<file path="src/rtl/api_pll_cfg.sv">
// api_pll_cfg: pops 104-bit PLL configuration words from the API FIFO and
// shifts each one MSB first to the miner PLL over a slow serial clock, then
// pulses a load strobe and counts the completed word.
module api_pll_cfg #(
    parameter int SCK_DIV  = 4,
    parameter int LOAD_LEN = 4
) (
    input  logic         clk,
    input  logic         rst,
    input  logic         reg_pllf_rst,
    input  logic         reg_pllf_empty,
    input  logic [103:0] reg_pllf_dout,
    output logic         pllf_rd_en,
    output logic         pll_sck,
    output logic         pll_sdo,
    output logic         pll_load,
    output logic         pll_busy,
    output logic [7:0]   pll_cfg_cnt
);

    localparam logic [7:0] SCK_LAST  = 8'(SCK_DIV - 1);
    localparam logic [7:0] LOAD_LAST = 8'(LOAD_LEN - 1);
    localparam logic [6:0] BIT_LAST  = 7'd103;

    typedef enum logic [2:0] {
        IDLE,
        POP,
        LATCH,
        SHIFT,
        LOAD
    } state_t;

    state_t       state, state_nxt;
    logic [103:0] shreg, shreg_nxt;
    logic [6:0]   bit_cnt, bit_cnt_nxt;
    logic [7:0]   phase_cnt, phase_cnt_nxt;
    logic         sck_nxt;
    logic         load_nxt;
    logic [7:0]   cnt_nxt;

    // The top of the shift register is the serial data flop itself, so sdo
    // is registered and moves only when the register shifts (start of low phase).
    assign pll_sdo    = shreg[103];
    assign pllf_rd_en = (state == POP);
    assign pll_busy   = (state != IDLE);

    // State register.
    always_ff @(posedge clk or posedge rst) begin
        if (rst) begin
            state <= IDLE;
        end else begin
            state <= state_nxt;
        end
    end

    // Next-state and next-datapath decode; an abort request overrides every state.
    always_comb begin
        state_nxt     = state;
        shreg_nxt     = shreg;
        bit_cnt_nxt   = bit_cnt;
        phase_cnt_nxt = phase_cnt;
        sck_nxt       = pll_sck;
        load_nxt      = pll_load;
        cnt_nxt       = pll_cfg_cnt;

        if (reg_pllf_rst) begin
            state_nxt = IDLE;
            shreg_nxt = '0;
            sck_nxt   = 1'b0;
            load_nxt  = 1'b0;
        end else begin
            case (state)
                IDLE: begin
                    if (!reg_pllf_empty) begin
                        state_nxt = POP;
                    end
                end
                POP: begin
                    state_nxt = LATCH;
                end
                LATCH: begin
                    // FIFO data is valid now, one cycle after the pop strobe.
                    shreg_nxt     = reg_pllf_dout;
                    bit_cnt_nxt   = 7'd0;
                    phase_cnt_nxt = 8'd0;
                    sck_nxt       = 1'b0;
                    state_nxt     = SHIFT;
                end
                SHIFT: begin
                    // phase_cnt times one half-period; pll_sck tells which half.
                    if (phase_cnt == SCK_LAST) begin
                        phase_cnt_nxt = 8'd0;
                        if (!pll_sck) begin
                            sck_nxt = 1'b1;
                        end else if (bit_cnt == BIT_LAST) begin
                            sck_nxt   = 1'b0;
                            shreg_nxt = '0;
                            load_nxt  = 1'b1;
                            state_nxt = LOAD;
                        end else begin
                            sck_nxt     = 1'b0;
                            bit_cnt_nxt = bit_cnt + 7'd1;
                            shreg_nxt   = {shreg[102:0], 1'b0};
                        end
                    end else begin
                        phase_cnt_nxt = phase_cnt + 8'd1;
                    end
                end
                LOAD: begin
                    // phase_cnt was cleared on the last bit boundary and now times the strobe.
                    if (phase_cnt == LOAD_LAST) begin
                        load_nxt  = 1'b0;
                        cnt_nxt   = pll_cfg_cnt + 8'd1;
                        state_nxt = IDLE;
                    end else begin
                        phase_cnt_nxt = phase_cnt + 8'd1;
                    end
                end
                default: begin
                    state_nxt = IDLE;
                end
            endcase
        end
    end

    // Datapath and registered outputs.
    always_ff @(posedge clk or posedge rst) begin
        if (rst) begin
            shreg       <= '0;
            bit_cnt     <= 7'd0;
            phase_cnt   <= 8'd0;
            pll_sck     <= 1'b0;
            pll_load    <= 1'b0;
            pll_cfg_cnt <= 8'd0;
        end else begin
            shreg       <= shreg_nxt;
            bit_cnt     <= bit_cnt_nxt;
            phase_cnt   <= phase_cnt_nxt;
            pll_sck     <= sck_nxt;
            pll_load    <= load_nxt;
            pll_cfg_cnt <= cnt_nxt;
        end
    end

endmodule
</file>
<file path="config.mk">
export PLATFORM = sky130hd
export DESIGN_NAME = api_pll_cfg
export DESIGN_NICKNAME = d
export VERILOG_FILES = /design/src/rtl/api_pll_cfg.sv
export SDC_FILE = /design/constraint.sdc
export NUM_CORES = 1
export LEC_CHECK = 0
export ABC_AREA = 1
export BUFFER_PORTS_ARGS = -buffer_cell sky130_fd_sc_hd__buf_4
export CELL_PAD_IN_SITES_DETAIL_PLACEMENT = 1
export CELL_PAD_IN_SITES_GLOBAL_PLACEMENT = 2
export CORE_UTILIZATION = 31
export CTS_CLUSTER_DIAMETER = 100
export DETAILED_ROUTE_END_ITERATION = 12
export GPL_TIMING_DRIVEN = 1
export PLACE_DENSITY_LB_ADDON = 0.1
export REMOVE_ABC_BUFFERS = 1
export SYNTH_ARGS = -nofsm -noshare
export SYNTH_HDL_FRONTEND = slang
export SYNTH_SLANG_ARGS = --single-unit
</file>
<file path="constraint.sdc">
create_clock -name clk -period 4.8 [get_ports clk]
set_input_delay 0.96 -clock clk [delete_from_list [all_inputs] [get_ports clk]]
set_output_delay 0.96 -clock clk [all_outputs]
set_load 0.02 [all_outputs]
</file>
==> results of run 1 <==
## worst max-delay path by stage
stage,cells past startpoint,from,slack (ps),end
after floorplan,5,state[0],-2020,pll_sck
after global placement,7,reg_pllf_rst,1460,shreg[5]
after detailed placement,7,reg_pllf_rst,1430,shreg[7]
after CTS,7,reg_pllf_rst,1870,shreg[7]
after global routing,7,state[0],1650,shreg[8]
final,7,reg_pllf_rst,1860,shreg[7]
## cells in the final DEF (no fill, tap or decap), types with 2 or more instances in the layout
cell                         count
sky130_fd_sc_hd__nand4_1         6
sky130_fd_sc_hd__a21oi_1         6
sky130_fd_sc_hd__clkbuf_16      17
sky130_fd_sc_hd__buf_4         132
sky130_fd_sc_hd__ha_1            3
sky130_fd_sc_hd__inv_6           5
sky130_fd_sc_hd__bufinv_16       3
sky130_fd_sc_hd__nand2_1       508
sky130_fd_sc_hd__nor2_1         25
sky130_fd_sc_hd__clkinv_4        2
sky130_fd_sc_hd__nand3_1       229
sky130_fd_sc_hd__dfrtp_1       132
sky130_fd_sc_hd__clkinvlp_4      4
sky130_fd_sc_hd__nand3_4         3
sky130_fd_sc_hd__o21ai_0        10
sky130_fd_sc_hd__xor2_1         11
sky130_fd_sc_hd__inv_1          33
## state kept, by name, indices dropped and copies added (netlist names)
name,count
pll_cfg_cnt,8
phase_cnt,8
state,3
bit_cnt,7
pll_sck,1
shreg,104
pll_load,1
## layer usage
| layer | wire length (um) | track usage (%) |
|---|---|---|
| met5 | 0 | 0 |
| met4 | 236 | 5.23 |
| met3 | 627 | 2.95 |
| met2 | 9730 | 29.6 |
| met1 | 11200 | 27.8 |
## power by group through the flow
stage	combinational, uW	clock, uW	sequential [uW]
after CTS	954	1390	1440
after global placement	937	0	1460
after global routing	1060	1440	1470
final	931	1360	1440
after detailed placement	948	0	1460
after floorplan	613	0	1440
## cells by family after synthesis
family                     share of synthesized area (%)
adders and majority gates                          0.518
AOI/OAI and AO/OA                                   1.45
buffers and inverters                               6.51
DFF                                                 45.6
xor gates and xnor gates                            1.33
and+or+nand+nor                                     44.6
## cells in the mapped netlist, drive strengths merged
master	n	area [um^2]
nand2	509	1910
nand3	232	1160
dfrtp	132	3300
buf	45	246
inv	35	131
nor2	26	105
clkbuf	24	90.1
o21ai	11	55.1
xor2	11	96.3
a21oi	7	35.0
nand4	6	37.5
ha	3	37.5
nor3	2	15.0
clkinv	1	3.75
o21a	1	7.51
o21bai	1	7.51
## critical path, cell delays in order
cell	delay, ps
sky130_fd_sc_hd__buf_4	130
sky130_fd_sc_hd__clkinv_1	170
sky130_fd_sc_hd__nand3_4	450
sky130_fd_sc_hd__nand2_4	900
sky130_fd_sc_hd__buf_4	420
sky130_fd_sc_hd__nand2_1	80
sky130_fd_sc_hd__nand2_1	80
## cell type report
cell class | count | area share, %
tap | 313 | 4.37
clock buffer | 18 | 4.79
clock inverter | 14 | 1.98
timing repair buffer | 132 | 11.1
multi-input combinational | 809 | 39.3
inverter | 36 | 1.56
sequential | 132 | 36.9
## per-stage QoR
step                instances  cell area, um^2  total power (uW)  setup slack (ps)
finish                   1454             8960              3730              1860
global route             1454             8960              3970              1650
CTS                      1454             8960              3790              1870
detailed placement       1422             8350              2410              1430
global placement         1422             8350              2390              1460
floorplan                 977             6910              2050             -2020
==> impl_metrics.ini, run 1 <==
[clock_network]
clkSinkCount = 132
clock_tree.buffer_depth = 2
cts.repair_timing.setup_buffer_count = 0
cts_resized = 0
cts_made_buffers = 17
hold_buffers = 0
clk-insertion-delay-late_ps = 430
tritoncts = yes
cts.reportedPaths.clkPinSlew_ps = 60
ctsRootBufferMaster = sky130_fd_sc_hd__clkbuf_16
clock_tree.htree_level_count = 4

[yosys]
synth_cells = 1046
flops_latches_synth = 132
syn_area_per_cell_um2 = 6.92
synth_cell_type_count = 22
syn_area_um2 = 7240
ys.warnings.count = 0
synth.yosys.seq_area_share_pct = 45.6

[timing]
tightestPinTransition_ps = 1100
max_clock_freq_mhz = 341
slew-limit-headroom_pct = 26.3
final_clock_skew_ps = 12.5
timing_max_transition_violations_final = 0
unrepaired_setup_endpoints_after_global_routing = no
setup_viol = 0
final.period_utilization_pct = 61.2
min_cycle_time_layout_ps = 2940
hold_ws_ps = 478
setup_tns_ps = 0
final-hold-violation-count = 0

[detailed_routing]
vias_per_cell = 4.81
routedWlPerCell_um = 15.0
detailedRoute.firstPassIterationCount = 4
route.final.wire_length_um = 21800
routed-via-count = 6987
remaining_drc_errors = 0
final_antenna_net_count = 0
detailedRoute.firstIterationViolations = 412

[floorplanning]
placementRows = 55
start_util_pct = 31.8
die-width_um = 155
chipHeight_um = 155
core-area_um2 = 22800
boundaryPins = 121
design.die.area_um2 = 24000

[power]
power_per_cell_area_nw_per_um2 = 417
static-leakage-power_uw = 0.00499
p_int_uw = 2430
power_share_of_the_combinational_group_pct = 24.9
swShare_pct = 34.9
p_clk_share_pct = 36.4
total_switching_power_uw = 1300
p_seq_share_pct = 38.7
vdd.ir_drop.worst_uv = 214

[grt]
grt_antenna_before_repair = 0
global_route.usage.total_pct = 19.2
grt_pass1_wl_um = 36800
first_global_vias = 6996
grt-ovfl-total = 0
grt_max_degree = 84

[finish]
nets = 1239
syn_to_final_growth_pct = 23.7
drive_above_1_share_pct = 15.1
antenna_cells_inserted = 0
multi_input_comb_area_um2 = 3520
finish.utilization_pct = 39.3
seqCellArea_um2 = 3300
final.fill_count = 2876

[critical_path]
r2r-start = state[0]
r2r_slack_ps = 1910
cp.arrival_ps = 3290
worst-setup-path-type = in -> reg
cp-end-kind = register
r2r-end = shreg[7]
cell_count_of_the_worst_reg_to_reg_path = 7
timing.critical_path.required_ps = 5150
timing.critical_path.from_type = input pin
path_max_fanout = 83

[run_status]
outcome = finished, final reports clean

[placement]
dp_hpwl_um = 12800
io_buffers = 120
finalWeightedCongestion = 0.737

[hold_path]
hold_path_startpoint = shreg[67]
hp-class = reg -> reg
end_point_of_the_most_critical_hold_path = shreg[67]
worst_hold_path.num_cells = 2

[flow_run]
drv.max_cap_violation_count = 0
Note: power is estimated with default switching activity, not from simulation.
==> run 2, diff against run 1 <==
==> constraint.sdc (replaced) <==
create_clock -name clk -period 2.9 [get_ports clk]
set_input_delay 0.58 -clock clk [delete_from_list [all_inputs] [get_ports clk]]
set_output_delay 0.58 -clock clk [all_outputs]
set_load 0.02 [all_outputs]
==> impl_metrics.ini, run 2 (same netlist as run 1, synthesis figures left out) <==
[power]
power_per_cell_area_nw_per_um2 = 687
vdd.ir_drop.worst_uv = 378
static-leakage-power_uw = 0.00505
swShare_pct = 34.4
total_switching_power_uw = 2150
p_clk_share_pct = 36.2
p_seq_share_pct = 38.3
p_int_uw = 4100
power_share_of_the_combinational_group_pct = 25.5

[grt]
first_global_vias = 6941
global_route.usage.total_pct = 19.1
grt_pass1_wl_um = 36300
grt-ovfl-total = 0
grt_antenna_before_repair = 0
grt_max_degree = 117

[timing]
tightestPinTransition_ps = 674
unrepaired_setup_endpoints_after_global_routing = no
hold_ws_ps = 147
final-hold-violation-count = 0
min_cycle_time_layout_ps = 2170
final_clock_skew_ps = 7.44
final.period_utilization_pct = 74.9
slew-limit-headroom_pct = 54.8
timing_max_transition_violations_final = 0
max_clock_freq_mhz = 461
setup_viol = 0

[finish]
largest_register_ffs = 104
finish.utilization_pct = 39.9
mostFrequentLayoutCells = 508 x sky130_fd_sc_hd__nand2_1, 229 x sky130_fd_sc_hd__nand3_1, 132 x sky130_fd_sc_hd__dfrtp_1
antenna_cells_inserted = 0
layout.cells.non_filler = 1458
syn_to_final_growth_pct = 25.5
most_frequent_standard_cell_in_the_layout_excluding_fill_and_tap_cells = sky130_fd_sc_hd__nand2_1
nets = 1243
reg.largest.list = shreg (104), phase_cnt (8), pll_cfg_cnt (8)
largest-register = shreg
drive_above_1_share_pct = 15.5

[critical_path]
timing.critical_path.required_ps = 3250
timing.critical_path.from_type = register
worst_path_largest_cell_delay_ps = 540
crit_path_leading_delay_family = simple AND/OR/NAND/NOR gates
cp-end-kind = register
cp.arrival_ps = 2530
critical_path.n_buffers_inverters = 1
r2r_slack_ps = 730
path_max_fanout = 33
timing.critical_path.slowest_stage_cell = sky130_fd_sc_hd__a21oi_4
crit_chain = ha_1 > nand2_1 > nor2_1 > nand3_1 > a21oi_4 > buf_12 > nand3_1 > nand2_1
worst-setup-path-type = reg -> reg

[placement]
dp_hpwl_um = 12900
finalWeightedCongestion = 0.752
io_buffers = 120
dp_cells = 1426

[clock_network]
cts.repair_timing.setup_buffer_count = 0
clock_tree.htree_level_count = 4
cts.reportedPaths.clkPinSlew_ps = 60
ctsRootBufferMaster = sky130_fd_sc_hd__clkbuf_16
cts_resized = 0
cts_made_buffers = 17
clkSinkCount = 132
hold_buffers = 0
clock_tree.buffer_depth = 2
clk-insertion-delay-late_ps = 420
tritoncts = yes

[flow_run]
drv.max_cap_violation_count = 0

[floorplanning]
chipHeight_um = 155
design.die.area_um2 = 24000
boundaryPins = 121
die-width_um = 155
placementRows = 55
start_util_pct = 31.8
core-area_um2 = 22800

[detailed_routing]
detailedRoute.firstPassIterationCount = 6
route.final.wire_length_um = 21900
detailedRoute.firstIterationViolations = 388
remaining_drc_errors = 0
routed-via-count = 6969
routedWlPerCell_um = 15.0
vias_per_cell = 4.78
final_antenna_net_count = 0

[hold_path]
hp-class = in -> async

[run_status]
outcome = finished, final reports clean
[run 2: changes by cell type in the layout (fill, tap and decap cells not counted)]
cell | before | now
sky130_fd_sc_hd__buf_4 | 132 | 128
sky130_fd_sc_hd__clkbuf_1 | 1 | 0
sky130_fd_sc_hd__inv_6 | 5 | 1
sky130_fd_sc_hd__buf_12 | 0 | 8
sky130_fd_sc_hd__clkbuf_8 | 0 | 2
sky130_fd_sc_hd__clkinv_2 | 1 | 4
[run 2: layer usage]
layer | vias up | global-route usage, % | wire, um
met5 | - | 0 | 0
met4 | 0 | 5.33 | 226
met3 | 16 | 3.06 | 582
met2 | 106 | 31.0 | 9920
met1 | 3347 | 26.3 | 11100
li1 | 3500 | - | -
[run 2: power groups by stage]
stage                     clock network (uW)  logic (uW)  registers, uW
after floorplan                            0        1010           2380
after detailed placement                   0        1630           2420
after global routing                    2390        1810           2430
after global placement                     0        1610           2410
after CTS                               2310        1630           2390
final                                   2260        1590           2390
[run 2: worst paths after layout]
| check | start | depth (start not counted) | endpoint |
|---|---|---|---|
| min in group clk | reg_pllf_dout[0] | 3 | shreg[0] |
| setup reg to reg | phase_cnt[0] | 8 | shreg[51] |
| hold / removal | rst | 2 | pll_cfg_cnt[6] |
| hold reg to reg | shreg[20] | 2 | shreg[20] |
| max in group asynchronous | rst | 3 | shreg[94] |
| setup / recovery | phase_cnt[0] | 8 | shreg[51] |
[run 2: final cells by class]
class,instances,area [um^2]
clock inverter,13,158
timing repair buffer,136,1120
sequential,132,3300
tap,313,392
fill,2874,13700
inverter,36,140
clock buffer,19,453
multi-input combinational,809,3520
[run 2: metrics by stage]
step	TNS (ps)	power (uW)	instance area, um^2	worst slack [ps]
after floorplan	-599790	3400	6910	-3920
after global placement	0	4020	8480	684
after detailed placement	0	4040	8480	682
after CTS	0	6330	9090	706
after global routing	0	6630	9090	523
final	0	6250	9090	729
